<file path="src/rtl/packet_arbiter_dual.sv">
// packet_arbiter_dual: packet-granular round-robin merge of CHANNEL_NUMBER AXI-Stream inputs
// onto one registered output stage; the grant is taken on a routing header and held until TLAST.
module packet_arbiter_dual #(
  parameter int DATA_WIDTH = 32,
  parameter int ID_WIDTH = 4,
  parameter int DEST_WIDTH = 4,
  parameter int USER_WIDTH = 4,
  parameter int CHANNEL_NUMBER = 10,
  parameter int CHANNEL_NUMBER_WIDTH = $clog2(CHANNEL_NUMBER),
  parameter logic [ID_WIDTH-1:0] ROUTING_HEADER = '1
) (
  input  logic clk,
  input  logic rst,
  input  logic [CHANNEL_NUMBER-1:0] in_tvalid_i,
  output logic [CHANNEL_NUMBER-1:0] in_tready_o,
  input  logic [CHANNEL_NUMBER-1:0][DATA_WIDTH-1:0] in_tdata_i,
  input  logic [CHANNEL_NUMBER-1:0] in_tlast_i,
  input  logic [CHANNEL_NUMBER-1:0][ID_WIDTH-1:0] in_tid_i,
  input  logic [CHANNEL_NUMBER-1:0][DEST_WIDTH-1:0] in_tdest_i,
  input  logic [CHANNEL_NUMBER-1:0][USER_WIDTH-1:0] in_tuser_i,
  output logic out_tvalid_o,
  input  logic out_tready_i,
  output logic [DATA_WIDTH-1:0] out_tdata_o,
  output logic out_tlast_o,
  output logic [ID_WIDTH-1:0] out_tid_o,
  output logic [DEST_WIDTH-1:0] out_tdest_o,
  output logic [USER_WIDTH-1:0] out_tuser_o,
  output logic [CHANNEL_NUMBER_WIDTH-1:0] current_grant_o,
  output logic grant_active_o
);
  localparam int CW = CHANNEL_NUMBER_WIDTH;
  localparam logic [0:0] IDLE = 1'b0;
  localparam logic [0:0] LOCKED = 1'b1;
  logic [0:0] state_q, state_d;
  logic [CW-1:0] grant_q, grant_d;
  logic tvalid_q, tvalid_d, tlast_q, tlast_d;
  logic [DATA_WIDTH-1:0] tdata_q, tdata_d;
  logic [ID_WIDTH-1:0] tid_q, tid_d;
  logic [DEST_WIDTH-1:0] tdest_q, tdest_d;
  logic [USER_WIDTH-1:0] tuser_q, tuser_d;
  logic stage_ready, load, hit, found_hi, found_lo;
  logic [CW-1:0] win_hi, win_lo;
  assign stage_ready = !tvalid_q || out_tready_i;
  assign load = state_q == LOCKED && in_tvalid_i[grant_q] && stage_ready;
  // Descending scan leaves the lowest header index above the grant in win_hi, lowest at/below in win_lo
  always_comb begin
    hit = 1'b0;
    found_hi = 1'b0;
    found_lo = 1'b0;
    win_hi = '0;
    win_lo = '0;
    in_tready_o = '0;
    for (int i = CHANNEL_NUMBER - 1; i >= 0; i--) begin
      hit = in_tvalid_i[i] && in_tid_i[i] == ROUTING_HEADER;
      in_tready_o[i] = state_q == LOCKED && grant_q == CW'(i) && stage_ready;
      if (hit && CW'(i) > grant_q) begin
        found_hi = 1'b1;
        win_hi = CW'(i);
      end
      if (hit && CW'(i) <= grant_q) begin
        found_lo = 1'b1;
        win_lo = CW'(i);
      end
    end
  end
  always_comb begin
    state_d = state_q;
    grant_d = grant_q;
    tvalid_d = load ? 1'b1 : (out_tready_i ? 1'b0 : tvalid_q);
    tdata_d = load ? in_tdata_i[grant_q] : tdata_q;
    tlast_d = load ? in_tlast_i[grant_q] : tlast_q;
    tid_d = load ? in_tid_i[grant_q] : tid_q;
    tdest_d = load ? in_tdest_i[grant_q] : tdest_q;
    tuser_d = load ? in_tuser_i[grant_q] : tuser_q;
    if (state_q == IDLE && (found_hi || found_lo)) begin
      state_d = LOCKED;
      grant_d = found_hi ? win_hi : win_lo;
    end
    if (load && in_tlast_i[grant_q]) state_d = IDLE;
  end
  always_ff @(posedge clk) begin
    if (rst) begin
      state_q <= IDLE;
      grant_q <= CW'(CHANNEL_NUMBER - 1);
      tvalid_q <= 1'b0;
      tdata_q <= '0;
      tlast_q <= 1'b0;
      tid_q <= '0;
      tdest_q <= '0;
      tuser_q <= '0;
    end else begin
      state_q <= state_d;
      grant_q <= grant_d;
      tvalid_q <= tvalid_d;
      tdata_q <= tdata_d;
      tlast_q <= tlast_d;
      tid_q <= tid_d;
      tdest_q <= tdest_d;
      tuser_q <= tuser_d;
    end
  end
  assign out_tvalid_o = tvalid_q;
  assign out_tdata_o = tdata_q;
  assign out_tlast_o = tlast_q;
  assign out_tid_o = tid_q;
  assign out_tdest_o = tdest_q;
  assign out_tuser_o = tuser_q;
  assign current_grant_o = grant_q;
  assign grant_active_o = state_q == LOCKED;
endmodule
</file>
<file path="config.mk">
export PLATFORM = sky130hd
export DESIGN_NAME = packet_arbiter_dual
export DESIGN_NICKNAME = d
export VERILOG_FILES = /design/src/rtl/packet_arbiter_dual.sv
export SDC_FILE = /design/constraint.sdc
export NUM_CORES = 1
export LEC_CHECK = 0
export BUFFER_PORTS_ARGS = -buffer_cell sky130_fd_sc_hd__buf_2
export CAP_MARGIN = 20
export CORE_AREA = 5 5 202 204
export DETAILED_ROUTE_END_ITERATION = 7
export DIE_AREA = 0 0 207 209
export GPL_TIMING_DRIVEN = 0
export PLACE_DENSITY = 0.51
export SYNTH_ARGS = -nofsm -noshare
export SYNTH_HDL_FRONTEND = slang
export SYNTH_SLANG_ARGS = --single-unit
</file>
<file path="constraint.sdc">
create_clock -name clk -period 2.25 [get_ports clk]
set_clock_uncertainty 0.1 [all_clocks]
set_input_delay 0 -clock clk [delete_from_list [all_inputs] [get_ports clk]]
set_output_delay 0 -clock clk [all_outputs]
set_load 0.02 [all_outputs]
</file>
==> flow_summary.yaml, run 1 <==
floorplanning:
  row_count: 73
  initial_core_util_pct: 14.9
  dieWidth_um: 207
  fp.dieH_um: 209
  dieArea_um2: 43300
  io_pins: 524
  core_um2: 39100
timing:
  rsz0062_at_grt: "yes"
  setup_viol: 33
  fin_crit_sh_pct: 103
  finalHoldViolCount: 0
  final_max_slew_viol_count: 0
  whs_ns: 0.0355
  tightest_slew_ns: 0.880
  fmax_ghz: 0.433
  final.setup.tns_ns: -0.821
  period_minus_slack_ns: 2.31
  fin_ws_ns: -0.0607
  max-slew-margin-rel_pct: 41.4
worst_setup_path:
  critPathCaptureType: "flip-flop"
  critPathArrivalTime_ns: 2.46
  required_ns: 2.40
  crit_type: "reg -> reg"
  critPathMaxFanout: 6
  cp-start-kind: "flip-flop"
yosys:
  netlist_area_um2: 5840
  async_flop_share_pct: 0
  yosysWarningCount: 0
  synth-seq-cells: 51
  synth_area_leaders: "mux4_2 (35%), dfxtp_1 (17%), mux2i_1 (7.5%)"
  synth_cell_types: 54
  syn_avg_cell_area_um2: 10.2
  yosysSeqAreaShare_pct: 17.5
  synth_top_area_share_pct: 35.5
  synth_cells: 575
  synth_fp_nets: 1038
  synth_ff_type: "dfxtp_1"
  synth_area_leader_cell: "mux4_2"
  synth_edf_count: 0
clock_network:
  clkSlewWorstSetupHoldPaths_ns: 0.08
  cts_tree: "yes"
  clock_latency_ns: 0.32
  clock_path_buffers: 2
  numCtsBuffers: 5
  cts_max_level: 2
  clock-root-buffer: "clkbuf_16"
  cts.sinks: 51
cells_and_area:
  fin_nets: 1590
  area_delta_synth_final_pct: 72.5
  drive_above_1_share_pct: 67.1
  fillers: 4381
drt:
  wl_um: 41700
  wire_per_inst_um: 25.2
  final_antenna_net_count: 0
  via_per_inst: 4.69
  drtPass1Iterations: 5
  drtIter0Drc: 517
  dr_total_vias: 7772
  drc: 0
outcome:
  outcome: "finished with violations"
  violations: "setup timing"
place:
  dp_hpwl_um: 35000
  pre_cts_ws_ns: -1.25
  io_buffers: 522
  routabilityCongestion: 0.945
pwr:
  ir_worst_vdd_uv: 237
  powerDensity_nw_per_um2: 535
  p_total_mw: 5.39
  power_leakage_nw: 4.67
global_routing:
  grt_max_degree: 16
  grt_pass1_wl_um: 57400
  overflow: 0
  grt_pass1_vias: 8215
  antenna_found_initial: 6
  grt_usage_pct: 17.9
hold_path:
  holdCritPathClass: "in -> reg"
run:
  maxCapViolations: 0
## registers in the layout, summed over array words and instances (netlist names)
register / cells
out_tlast_o: 1
grant_active_o: 1
out_tuser_o: 4
out_tdata_o: 32
out_tid_o: 4
current_grant_o: 4
out_tvalid_o: 1
out_tdest_o: 4
## placed cells by master, fill, tap and decap left out, types with 3 or more instances in the layout
master / count
a21oi_1: 4
o211ai_1: 48
buf_4: 29
diode_2: 4
mux2i_1: 42
nor3_1: 4
a22oi_2: 6
nand2b_1: 5
nor2_1: 64
o21ai_1: 22
clkbuf_4: 4
a22oi_1: 43
nand3_1: 12
o21ai_2: 22
buf_2: 527
buf_12: 11
buf_8: 4
dfxtp_1: 47
buf_6: 10
clkbuf_1: 7
clkbuf_2: 5
inv_1: 4
nand2_1: 20
mux4_2: 92
dfxtp_4: 3
and3_1: 10
nor4_1: 3
clkbuf_16: 9
or3_1: 3
nor2b_1: 3
o32ai_1: 3
buf_1: 3
## synth_stat cells (8+ instances only)
master    count
mux4_2       92
nor2_1       64
dfxtp_1      51
a22oi_1      49
o211ai_1     48
mux2i_1      44
o21ai_0      38
clkbuf_1     24
nand2_1      20
buf_2        19
nand3_1      12
and3_1       10
buf_1        10
buf_6         9
o21ai_1       8
## logic make-up (layout without fill, tap and decap cells)
logic type               after synthesis  in the layout  share of synthesized area (%)
multiplexers                         138            138                           43.4
buffers and inverters                 68            619                           6.06
adder cells (fa/ha/maj)                1              1                          0.171
other                                  0              4                              0
flip-flops                            51             51                           17.5
AO/OA/AOI/OAI                        175            175                           21.0
AND/OR/NAND/NOR                      142            143                           11.8
## cell type report
cell class / instances / area (um^2) / area share (%)
sequential: 51 / 1030 / 10.3
clock inverter: 2 / 37.5 / 0.373
buffer: 58 / 572 / 5.68
clock buffer: 5 / 125 / 1.24
multi-input combinational: 457 / 4670 / 46.4
inverter: 4 / 15.0 / 0.149
timing repair buffer: 550 / 2950 / 29.3
tap: 525 / 657 / 6.52
antenna: 4 / 10.0 / 0.0994
## power by group
group / switching [mW] / leakage [nW] / internal (mW)
registers: 0.0900 / 0.417 / 1.01
logic: 1.69 / 4.18 / 1.65
clock network: 0.417 / 0.0759 / 0.521
## repair_timing
action	4_1_cts	5_1_grt
buffers inserted	14	10
setup endpoints to repair	59	55
pin swaps	5	4
gates resized for setup	162	43
gates cloned	1	4
hold buffers	1	0
hold endpoints to repair	1	0
## through the flow
stage          area (um^2)  utilization [%]  cells
6_report             10100             25.8   1656
5_1_grt              10100             25.8   1655
4_1_cts               9840             25.2   1642
3_5_place_dp          9110             23.3   1622
3_3_place_gp          9110             23.3   1622
2_1_floorplan         5840                -    575
## worst max-delay path, cell delays in order, from the launching register on
cell and delay (ns):
dfxtp_4 0.41, mux4_2 0.55, a22oi_2 0.25, o21ai_4 0.11, buf_12 0.14, and2_4 0.20
buf_12 0.15, o211ai_1 0.12, o21ai_1 0.11, nor2_1 0.09
## final timing paths
| check | from | end | slack [ns] | cells past startpoint |
|---|---|---|---|---|
| max | current_grant_o[0]$_SDFFE_PP1P_ | out_tdata_o[10]$_SDFFE_PP0P_ | -0.06 | 9 |
| min | in_tdest_i[35] | out_tdest_o[3]$_SDFFE_PP0P_ | 0.04 | 5 |
| max reg2reg | current_grant_o[0]$_SDFFE_PP1P_ | out_tdata_o[10]$_SDFFE_PP0P_ | -0.06 | 9 |
| min reg2reg | out_tlast_o$_SDFFE_PP0P_ | out_tlast_o$_SDFFE_PP0P_ | 0.39 | 2 |
## per-layer routing
layer  track usage, %  part of all wire (%)  up-vias
li1                 -                     -     3472
met5                0                 0.026        -
met2             30.8                    50      435
met1             22.9                    41     3811
met4             4.67                   2.2        2
met3             3.80                   6.6       52
(Power assumes the default switching activity.)
==> run 2: changes to the inputs <==
==> constraint.sdc (replaced) <==
create_clock -name clk -period 2.25 [get_ports clk]
set_clock_uncertainty 0.1 [all_clocks]
set_input_delay 0 -clock clk [delete_from_list [all_inputs] [get_ports clk]]
set_output_delay 0 -clock clk [all_outputs]
set_load 0.05 [all_outputs]
==> flow_summary.yaml, run 2 (synthesis gave the netlist of run 1 again) <==
global_routing:
  overflow: 0
  grt_max_degree: 16
  grt_usage_pct: 17.7
  antenna_found_initial: 10
  grt_pass1_vias: 8269
  grt_pass1_wl_um: 56900
cells_and_area:
  layout_common_cells: "buf_2 (523), mux4_2 (92), nor2_1 (58)"
  fin_nets: 1592
  regArea_um2: 1030
  final_common_cell: "buf_2"
  fin_cells: 1660
  area_delta_synth_final_pct: 75.4
  fillers: 4362
  largest_reg_flops: 32
  multi_input_area_um2: 4730
  drive_above_1_share_pct: 68.0
outcome:
  violations: "setup timing"
  outcome: "finished with violations"
place:
  dp_hpwl_um: 34300
  dp_cells: 1623
  io_buffers: 522
  routabilityCongestion: 0.930
drt:
  wl_um: 41000
  dr_total_vias: 7878
  wl_met1_um: 16000
  highest_layer: "met5"
  drtPass1Iterations: 5
  met3_wirelength_um: 3030
  wire_per_inst_um: 24.7
  drtIter0Drc: 558
  drc: 0
  via_per_inst: 4.75
  final_antenna_net_count: 0
  met2WireLength_um: 20700
clock_network:
  clock-root-buffer: "clkbuf_16"
  clock_path_buffers: 2
  numCtsBuffers: 5
  cts_max_level: 2
  cts_tree: "yes"
  clock_latency_ns: 0.32
  cts.sinks: 51
  clkSlewWorstSetupHoldPaths_ns: 0.09
run:
  maxCapViolations: 0
worst_setup_path:
  crit_path_max_incr_delay_ns: 0.37
  critPathCaptureType: "flip-flop"
  crit_path_frequent_cell: "buf_8"
  critPathMaxFanout: 10
  cp-start-kind: "flip-flop"
  critPathArrivalTime_ns: 2.42
  r2r_cells: 9
  worstPathCellList: "buf_8 > mux4_2 > a22oi_2 > o21ai_2 > and2_4 > buf_8 > buf_12 > nor3b_4 > nor3_1"
  reg2reg_slack_ns: -0.10
  rr_endpoint: "grant_active_o$_SDFFE_PP0P_"
  path_depth: 9
  r2r-start: "current_grant_o[1]$_SDFFE_PP0P_"
  required_ns: 2.32
  crit_type: "reg -> reg"
  crit_end: "grant_active_o$_SDFFE_PP0P_"
  cp_slowest_cell: "dfxtp_4"
  crit_buf_inv: 3
  critPathLaunch: "current_grant_o[1]$_SDFFE_PP0P_"
  critPathTopFamily: "simple AND/OR/NAND/NOR gates"
hold_path:
  holdCritPathClass: "in -> reg"
pwr:
  power_leakage_nw: 4.70
  ir_worst_vdd_uv: 227
  powerDensity_nw_per_um2: 564
  p_total_mw: 5.77
floorplanning:
  fp.dieH_um: 209
  io_pins: 524
  initial_core_util_pct: 14.9
  dieWidth_um: 207
  dieArea_um2: 43300
  row_count: 73
  core_um2: 39100
timing:
  fmax_ghz: 0.425
  max-slew-margin-rel_pct: 41.7
  period_minus_slack_ns: 2.35
  fin_crit_sh_pct: 105
  fin_ws_ns: -0.104
  tightest_slew_ns: 0.874
  final_max_slew_viol_count: 0
  rsz0062_at_grt: "yes"
  setup_viol: 27
  finalHoldViolCount: 0
run 2: stage by stage:
step / hold slack, ns / utilization, % / cell area (um^2) / TNS, ns / setup slack (ns)
2_1_floorplan: 0.118 / - / 5880 / -0.00206 / -0.00206
3_3_place_gp: 0.218 / 23.4 / 9150 / -50.13 / -1.27
3_5_place_dp: 0.236 / 23.4 / 9160 / -44.18 / -1.01
4_1_cts: 0.0148 / 25.7 / 10100 / -3.73 / -0.151
5_1_grt: 0.0560 / 26.2 / 10200 / -5.35 / -0.207
6_report: 0.0322 / 26.2 / 10200 / -1.12 / -0.104
run 2: report_power, final:
part	total (mW)	internal [mW]	switching, mW	leakage, nW
logic	3.67	1.69	1.98	4.19
clock network	1.01	0.596	0.413	0.0893
registers	1.09	1.01	0.0773	0.417
run 2: worst min-delay path by stage:
| stage | startpoint | to | slack, ns | cells past startpoint |
|---|---|---|---|---|
| 6_report | in_tuser_i[37] | out_tuser_o[1]$_SDFFE_PP0P_ | 0.03 | 5 |
| 5_1_grt | in_tuser_i[33] | out_tuser_o[1]$_SDFFE_PP0P_ | 0.06 | 5 |
| 4_1_cts | in_tuser_i[32] | out_tuser_o[0]$_SDFFE_PP0P_ | 0.01 | 5 |
| 3_5_place_dp | out_tready_i | out_tvalid_o$_SDFFE_PP0P_ | 0.24 | 3 |
| 3_3_place_gp | out_tready_i | out_tvalid_o$_SDFFE_PP0P_ | 0.22 | 3 |
| 2_1_floorplan | out_tready_i | out_tvalid_o$_SDFFE_PP0P_ | 0.12 | 2 |
run 2: area by class of cell:
cell class | count | share of cell area, %
multi-input cells | 456 | 46.2
repair buffers | 550 | 28.9
flip-flops and latches | 51 | 10.1
well taps | 525 | 6.41
plain buffers | 61 | 6.30
clock buffers | 7 | 1.50
clock inverters | 1 | 0.293
inverters | 4 | 0.147
diodes | 5 | 0.122
run 2: metal layers:
metal / GRT usage (%) / up-vias
met1: 21.4 / 3868
met3: 4.29 / 56
met2: 31.3 / 472
met4: 5.45 / 10
li1: - / 3472
met5: 0 / -
run 2: worst register-to-register path: stages, from the launching register on:
cell and delay [ns]:
dfxtp_4 0.37, buf_8 0.15, mux4_2 0.28, a22oi_2 0.09
o21ai_2 0.22, and2_4 0.26, buf_8 0.15, buf_12 0.15
nor3b_4 0.35, nor3_1 0.09
run 2: what timing repair did:
action | in CTS | in global routing
hold buffers | 1 | 0
gates cloned | 4 | 0
resized for setup | 161 | 63
pin swaps | 12 | 19
buffers inserted | 22 | 2
hold endpoints to repair | 1 | 0
endpoints found under the setup margin | 59 | 58
==> run 3: changes to the inputs <==
--- a/config.mk
+++ b/config.mk
@@ -11,7 +11,8 @@
 export DETAILED_ROUTE_END_ITERATION = 7
 export DIE_AREA = 0 0 207 209
 export GPL_TIMING_DRIVEN = 0
-export PLACE_DENSITY = 0.51
+export PLACE_DENSITY = 0.42
+export SLEW_MARGIN = 25
 export SYNTH_ARGS = -nofsm -noshare
 export SYNTH_HDL_FRONTEND = slang
 export SYNTH_SLANG_ARGS = --single-unit
==> flow_summary.yaml, run 3 (synthesis gave the netlist of run 1 again) <==
cells_and_area:
  final_util_pct: 26.2
  drive_above_1_share_pct: 67.8
  fillers: 4334
  area_delta_synth_final_pct: 75.2
  final_cell_area_um2: 10200
  fin_nets: 1590
  final_common_cell: "buf_2"
  layout_common_cells: "buf_2 (522), mux4_2 (92), nor2_1 (59)"
  largest_reg_flops: 32
timing:
  fmax_ghz: 0.430
  finalHoldViolCount: 0
  tightest_slew_ns: 0.933
  setup_viol: 14
  fin_ws_ns: -0.0743
  rsz0062_at_grt: "yes"
  period_minus_slack_ns: 2.32
  max-slew-margin-rel_pct: 37.8
  fin_crit_sh_pct: 103
  final_max_slew_viol_count: 0
  whs_ns: 0.0350
clock_network:
  clkSlewWorstSetupHoldPaths_ns: 0.08
  clock_path_buffers: 2
  cts_tree: "yes"
  numCtsBuffers: 5
  cts.sinks: 51
  clock_latency_ns: 0.31
  clock-root-buffer: "clkbuf_16"
  cts_max_level: 2
worst_setup_path:
  crit_path_max_incr_delay_ns: 0.56
  critPathCaptureType: "flip-flop"
  critPathLaunch: "current_grant_o[0]$_SDFFE_PP1P_"
  crit_buf_inv: 2
  crit_type: "reg -> reg"
  cp_slowest_cell: "mux4_2"
  critPathTopFamily: "multiplexers"
  cp-start-kind: "flip-flop"
  required_ns: 2.34
  worstPathCellList: "mux4_2 > a22oi_2 > o21ai_2 > and2_4 > buf_12 > buf_12 > nor3b_4 > a21oi_2 > nor2_1"
  critPathMaxFanout: 6
  crit_path_frequent_cell: "buf_12"
  critPathArrivalTime_ns: 2.41
  r2r-start: "current_grant_o[0]$_SDFFE_PP1P_"
global_routing:
  grt_usage_pct: 17.6
  grt_pass1_wl_um: 56700
  grt_pass1_vias: 8359
  grt_max_degree: 16
  overflow: 0
  antenna_found_initial: 6
drt:
  drc: 0
  drtIter0Drc: 456
  wl_um: 40600
  drtPass1Iterations: 5
  wire_per_inst_um: 24.5
  final_antenna_net_count: 0
  dr_total_vias: 7658
  via_per_inst: 4.62
pwr:
  clock_power_share_pct: 17.4
  power.share.combinational_pct: 63.2
  switching_share_pct: 42.4
  power_leakage_nw: 4.71
  ir_worst_vdd_uv: 243
  p_int_mw: 3.29
  pwr-share-seq_pct: 19.4
  p_switching_mw: 2.42
  powerDensity_nw_per_um2: 559
outcome:
  outcome: "finished with violations"
  violations: "setup timing"
place:
  io_buffers: 522
  routabilityCongestion: 0.879
  pre_cts_ws_ns: -1.08
  placed_cell_area_um2: 9150
  dp_hpwl_um: 33700
floorplanning:
  dieArea_um2: 43300
  core_um2: 39100
  fp.dieH_um: 209
  row_count: 73
  initial_core_util_pct: 14.9
  dieWidth_um: 207
  io_pins: 524
run:
  maxCapViolations: 0
hold_path:
  holdCritPathClass: "in -> reg"
  hp-start: "in_tdest_i[33]"
run 3: final timing paths:
kind / depth (start not counted) / slack [ns] / endpoint
setup / recovery: 9 / -0.07 / out_tlast_o$_SDFFE_PP0P_
setup reg to reg: 9 / -0.07 / out_tlast_o$_SDFFE_PP0P_
hold reg to reg: 2 / 0.40 / out_tdata_o[23]$_SDFFE_PP0P_
hold / removal: 5 / 0.04 / out_tdest_o[1]$_SDFFE_PP0P_
run 3: per-layer routing:
layer | track usage (%) | share of wire (%) | up-vias
li1 | - | - | 3468
met1 | 21.5 | 40 | 3789
met2 | 32.1 | 53 | 369
met3 | 3.15 | 5.7 | 30
met4 | 3.99 | 1.5 | 2
met5 | 0 | 0.030 | -
run 3: tightest hold or removal path, delay by kind of cell:
family	cells	cell delay [ns]
buf+inv	1	0.07
mux	1	0.05
simple gates	1	0.08
compound gates	2	0.20
run 3: timing repair:
action / in CTS / in global routing
buffers inserted: 13 / 7
hold buffers: 1 / 0
setup endpoints to repair: 59 / 58
pin swaps: 5 / 7
resized for setup: 167 / 45
hold endpoints to repair: 1 / 0
gates cloned: 5 / 2
run 3: final cells by class:
class | count | area (um^2) | area share (%)
well taps | 525 | 657 | 6.42
diodes | 5 | 12.5 | 0.122
clock buffers | 7 | 154 | 1.50
repair buffers | 548 | 2980 | 29.2
clock inverters | 1 | 30.0 | 0.294
inverters | 4 | 15.0 | 0.147
multi-input cells | 456 | 4690 | 45.9
plain buffers | 61 | 651 | 6.36
flip-flops and latches | 51 | 1030 | 10.1
run 3: through the flow:
stage / TNS [ns] / std cells / total power [mW]
global placement: -45.91 / 1622 / 4.29
detailed placement: -45.62 / 1622 / 4.29
CTS: -3.74 / 1646 / 5.73
finish: -0.452 / 1658 / 5.71
global route: -2.06 / 1657 / 6.04
floorplan: -0.00206 / 575 / 3.07
run 3: power by group through the flow:
stage               clock network (mW)  logic, mW  registers (mW)
global placement                     0       3.19            1.10
finish                           0.997       3.61            1.11
floorplan                            0       1.60            1.47
CTS                               1.04       3.59            1.10
detailed placement                   0       3.20            1.10
global route                      1.07       3.84            1.12
